==> src/rtl/count_monitor.sv <==
// count_monitor: checks a free-running counter stream, locks after LOCK_LEN +1 steps, flags breaks and counts wraps/errors
//   clk, rst (sync, active-high); cnt_in/cnt_vld sampled stream;
//   locked, err, wrap, err_cnt, wrap_cnt, stall status outputs (latency 1).
//   Optional macro COUNT_MON_STALL_EN enables the idle-stall timeout in LOCKED.
module count_monitor #(
  parameter int WIDTH     = 4,
  parameter int LOCK_LEN  = 3,
  parameter int ERR_W     = 8,
  parameter int STALL_MAX = 16
) (
  input  logic             clk,
  input  logic             rst,
  input  logic [WIDTH-1:0] cnt_in,
  input  logic             cnt_vld,
  output logic             locked,
  output logic             err,
  output logic             wrap,
  output logic [ERR_W-1:0] err_cnt,
  output logic [ERR_W-1:0] wrap_cnt,
  output logic             stall
);
  typedef enum logic [1:0] {IDLE, ACQUIRE, LOCKED} state_t;
  localparam int RUN_W = $clog2(LOCK_LEN + 1);
  localparam logic [RUN_W-1:0] LOCK_V = RUN_W'(LOCK_LEN);
  state_t           r_state;
  logic [WIDTH-1:0] r_prev;
  logic [RUN_W-1:0] r_run;
  logic             r_err, r_wrap;
  logic [ERR_W-1:0] r_err_cnt, r_wrap_cnt;
  logic             w_match, w_lock;
  logic [RUN_W-1:0] w_run_nxt;
  assign w_match   = cnt_in == r_prev + 1'b1;
  assign w_run_nxt = r_run + 1'b1;
  assign w_lock    = w_run_nxt == LOCK_V;
`ifdef COUNT_MON_STALL_EN
  localparam int SC_W = $clog2(STALL_MAX + 1);
  localparam logic [SC_W-1:0] STALL_LAST = SC_W'(STALL_MAX - 1);
  logic [SC_W-1:0] r_stall_cnt;
  logic            r_stall;
  assign stall = r_stall;
`else
  logic w_unused_stall;
  assign w_unused_stall = ^32'(STALL_MAX);
  assign stall = 1'b0;
`endif
  always_ff @(posedge clk) begin
    if (rst) begin
      r_state    <= IDLE;
      r_prev     <= '0;
      r_run      <= '0;
      r_err      <= 1'b0;
      r_wrap     <= 1'b0;
      r_err_cnt  <= '0;
      r_wrap_cnt <= '0;
`ifdef COUNT_MON_STALL_EN
      r_stall     <= 1'b0;
      r_stall_cnt <= '0;
`endif
    end else begin
      r_err  <= 1'b0;
      r_wrap <= 1'b0;
      if (cnt_vld) begin
        r_prev <= cnt_in;
        case (r_state)
          IDLE: begin
            r_run   <= '0;
            r_state <= ACQUIRE;
          end
          ACQUIRE: begin
            r_run <= (w_match && !w_lock) ? w_run_nxt : '0;
            if (w_match && w_lock) r_state <= LOCKED;
          end
          LOCKED: begin
            if (!w_match) begin
              r_err   <= 1'b1;
              r_run   <= '0;
              r_state <= ACQUIRE;
              if (!(&r_err_cnt)) r_err_cnt <= r_err_cnt + 1'b1;
            end else if (&r_prev) begin
              r_wrap     <= 1'b1;
              r_wrap_cnt <= r_wrap_cnt + 1'b1;
            end
          end
          default: r_state <= IDLE;
        endcase
      end
`ifdef COUNT_MON_STALL_EN
      r_stall <= 1'b0;
      if (!cnt_vld && r_state == LOCKED) begin
        if (r_stall_cnt == STALL_LAST) begin
          r_stall     <= 1'b1;
          r_state     <= IDLE;
          r_run       <= '0;
          r_stall_cnt <= '0;
        end else begin
          r_stall_cnt <= r_stall_cnt + 1'b1;
        end
      end else begin
        r_stall_cnt <= '0;
      end
`endif
    end
  end
  assign locked   = r_state == LOCKED;
  assign err      = r_err;
  assign wrap     = r_wrap;
  assign err_cnt  = r_err_cnt;
  assign wrap_cnt = r_wrap_cnt;
endmodule
==> config.mk <==
export PLATFORM = sky130hd
export DESIGN_NAME = count_monitor
export DESIGN_NICKNAME = d
export VERILOG_FILES = /design/src/rtl/count_monitor.sv
export SDC_FILE = /design/constraint.sdc
export NUM_CORES = 1
export LEC_CHECK = 0
export ABC_AREA = 1
export CAP_MARGIN = 20
export CORE_MARGIN = 3
export CORE_UTILIZATION = 40
export CTS_CLUSTER_DIAMETER = 60
export DETAILED_ROUTE_END_ITERATION = 10
export SETUP_SLACK_MARGIN = 0.05
export SYNTH_ARGS = -nofsm -noshare
export SYNTH_HDL_FRONTEND = slang
export SYNTH_SLANG_ARGS = --single-unit
==> constraint.sdc <==
create_clock -name clk -period 4.6 [get_ports clk]
set_input_delay 0.92 -clock clk [delete_from_list [all_inputs] [get_ports clk]]
set_output_delay 0.92 -clock clk [all_outputs]
set_load 0.01 [all_outputs]
==> key figures <==
Finish
  – Diode insertion count for antenna repair: 0
  – Area added between synthesis and finish: 21.2%
  – Total of fill cells in the finished design: between 300 and 400
  – Final layout net count: around 250
  – Fraction of final layout cells sized beyond drive strength 1: 0.0905
  – Final design instance area without fill: ~0.0019 mm2

Logic synthesis
  – Synth Warn #: 0
  – Number of unique standard cell types used by synthesis: 30
  – Synth top area cells: sky130_fd_sc_hd__dfxtp_1 34%, sky130_fd_sc_hd__nand2_1 9.8%, sky130_fd_sc_hd__inv_1 6.4%, sky130_fd_sc_hd__nor2_1 6.1%, sky130_fd_sc_hd__xor2_1 5.7%
  – EDFF count, synth: 0
  – Area of the mapped netlist: 0.00153 mm2
  – Primary flip-flop cell chosen by synthesis mapping: sky130_fd_sc_hd__dfxtp_1
  – Share of flip-flops with an asynchronous set or reset after synthesis: 0
  – FF+latch count, synth: 26
  – Share of the yosys chip area belonging to registers: 0.340
  – Synthesized instance count: 209
  – Mean area per synthesized cell: between 7 and 8 um2
  – Post-synthesis net count: 220
  – Library cell occupying the most area in the post-synthesis netlist: sky130_fd_sc_hd__dfxtp_1
  – Share of the synthesized area in the top cell type: 0.340
  – Leading cell type by number of instances after synthesis: sky130_fd_sc_hd__nand2_1
  – Commonest cells in the synthesized netlist: 40 x sky130_fd_sc_hd__nand2_1, 26 x sky130_fd_sc_hd__dfxtp_1, 26 x sky130_fd_sc_hd__inv_1

Floorplan
  – Height of the die: roughly 68 um
  – Placeable core region: 0.00349 mm2
  – Number of standard-cell rows in the floorplan: 21
  – Die footprint: between 0.004 and 0.005 mm2
  – Floorplan die width: approximately 68 um
  – Total I/O pin count: 27
  – Initial cell density of the core: 0.438

Detailed routing
  – DRC Markers: 0
  – Total length of routed met2 wires: around 1500 um
  – Number of routed nets with antenna violations: 0
  – Starting DRT DRC Count: 77
  – Detailed Route WL: slightly above 3000 um
  – Average wire per cell in the routed design: around 11 um
  – Routed via count divided by cell count: 4.89
  – Router iterations before antenna repair: 4
  – Count of vias placed by the detailed router: around 1,400
  – Highest routed metal layer: met4
  – Met3 routed WL: between 100 and 150 um
  – Wire length on met1: roughly 1400 um

Worst setup path
  – R2R cell count: 9
  – Worst setup path class: flop to output pin
  – CP Capture Type: output pin
  – Element type at the critical path start: flop
  – Endpoint required time on the critical path: roughly 3.7 ns
  – Crit path arrival time: between 1 and 1.5 ns
  – Top fanout value on the critical path: 4

Global routing
  – Largest net degree at the start of global routing: 17
  – Number of global-route vias before repair: between 1,000 and 1,500
  – Aggregate global routing overflow: 0
  – Antenna violations before repair: 0
  – Global routing usage summed across all routing layers: 0.151
  – Global-route wire length before repair: between 5000 and 6000 um

Run status
  – Outcome: completed

Clock tree
  – Number of buffers created by CTS: 3
  – Clock Tree Root: sky130_fd_sc_hd__clkbuf_8
  – CTS tree: done
  – CTS hold repair buffers: 0
  – Clk sink count: 26
  – CTS Buffer Depth: 2
  – Clock latency at the later pin of the worst-skew pair: around 0.26 ns
  – Buffer count from post-CTS setup fixing: 0
  – CTS H-tree lvls: 1
  – Register clock-pin slew on the reported worst setup and hold paths: roughly 0.080 ns
  – Number of cells upsized or downsized after cts: 0

Timing
  – Max-slew violation count: 0
  – Final period demand of the worst path: 2.29 ns
  – Minimum hold slack: approximately 0.50 ns
  – Tightest Pin Transition: approximately 0.6 ns
  – Achievable clock frequency: around 440 MHz
  – Setup tns final: 0 ns
  – Final Skew: roughly 0.0012 ns
  – Unrepaired setup endpoints after global routing: no
  – Worst slew margin relative to its limit: 0.596
  – Count of endpoints failing hold in the final timing report: 0
  – Final-report setup violation count: 0
  – Period utilization: 0.498

Placement
  – Routability Congestion: slightly above 0.8
  – IO buf count: 25
  – Area of placed instances: ~0.0018 mm2
  – Post-detailed-placement half-perimeter wirelength: 2350 um

Hold path
  – Hold Crit Depth: 2
  – Worst hold path class: flop to flop

Power
  – Pwr dens: 221 mW/mm2
  – Worst VDD drop: 198 uV
  – Overall power of the completed layout: slightly above 0.0004 W
  – Leakage power summed over all cells: about 0.83 nW

Flow run
  – Number of max-capacitance violations reported: 0
==> through the flow <==
stage	setup WS, ns	cells	util
floorplan	2.75	209	-
finish	2.31	278	0.531
CTS	2.29	278	0.531
global placement	2.12	275	0.519
detailed placement	2.04	275	0.519
global route	2.19	278	0.531
==> power breakdown <==
part            total, W  switching (W)  internal, W
Clock           0.000124      0.0000656    0.0000586
Sequential      0.000233     0.00000437     0.000229
Combinational  0.0000516      0.0000323    0.0000193
==> worst max-delay path, cell delays in order, from the launching register on <==
cell and delay (ns):
sky130_fd_sc_hd__dfxtp_1 0.40, sky130_fd_sc_hd__inv_2 0.06, sky130_fd_sc_hd__nor2_4 0.09, sky130_fd_sc_hd__clkdlybuf4s50_1 0.55
==> per-layer routing <==
| metal | vias up | global-route usage |
|---|---|---|
| li1 | 716 | - |
| met1 | 618 | 0.183 |
| met2 | 21 | 0.262 |
| met3 | 4 | 0.0345 |
| met4 | 0 | 0.0521 |
| met5 | - | 0 |
==> registers in the layout, indices dropped and copies added (netlist names) <==
name,flops
err,1
wrap_cnt,8
r_state,2
r_prev,4
err_cnt,8
r_run,2
wrap,1
==> path summary, 6_finish.rpt <==
path                 to  startpoint  slack, ns
min reg2reg  err_cnt[3]  err_cnt[3]       0.50
max              locked  r_state[1]       2.31
min          err_cnt[3]  err_cnt[3]       0.50
max reg2reg    r_run[0]   r_prev[0]       2.91
==> layout make-up <==
cell class / instances / area [um2] / share of cell area
tap: 46 / 57.6 / 0.0310
timing repair buffer: 25 / 250 / 0.135
multi-input combinational: 148 / 865 / 0.466
clock buffer: 3 / 41.3 / 0.0223
sequential: 26 / 520 / 0.281
inverter: 30 / 120 / 0.0648
==> layout by cell type (no fill, tap or decap), types with 4 or more instances in the layout <==
master,synthesis,layout
sky130_fd_sc_hd__a21oi_1,16,16
sky130_fd_sc_hd__nor3_1,4,4
sky130_fd_sc_hd__nor2_1,25,25
sky130_fd_sc_hd__xor2_1,10,10
sky130_fd_sc_hd__o21ai_0,4,4
sky130_fd_sc_hd__nand4_1,12,12
sky130_fd_sc_hd__nand2_1,40,40
sky130_fd_sc_hd__clkdlybuf4s50_1,0,25
sky130_fd_sc_hd__o21ai_1,5,5
sky130_fd_sc_hd__dfxtp_1,26,26
sky130_fd_sc_hd__inv_1,26,26
sky130_fd_sc_hd__ha_1,4,4
sky130_fd_sc_hd__nand3_1,7,7
==> logic make-up after synthesis <==
family | count (synthesis) | synth area share
AOI/OAI and AO/OA | 25 | 0.0818
xor gates and xnor gates | 13 | 0.0744
adders and majority gates | 4 | 0.0327
buffers and inverters | 35 | 0.0948
DFF | 26 | 0.340
other | 1 | 0.00245
and+or+nand+nor | 105 | 0.374
No activity file was read; power rests on OpenSTA's default activity.
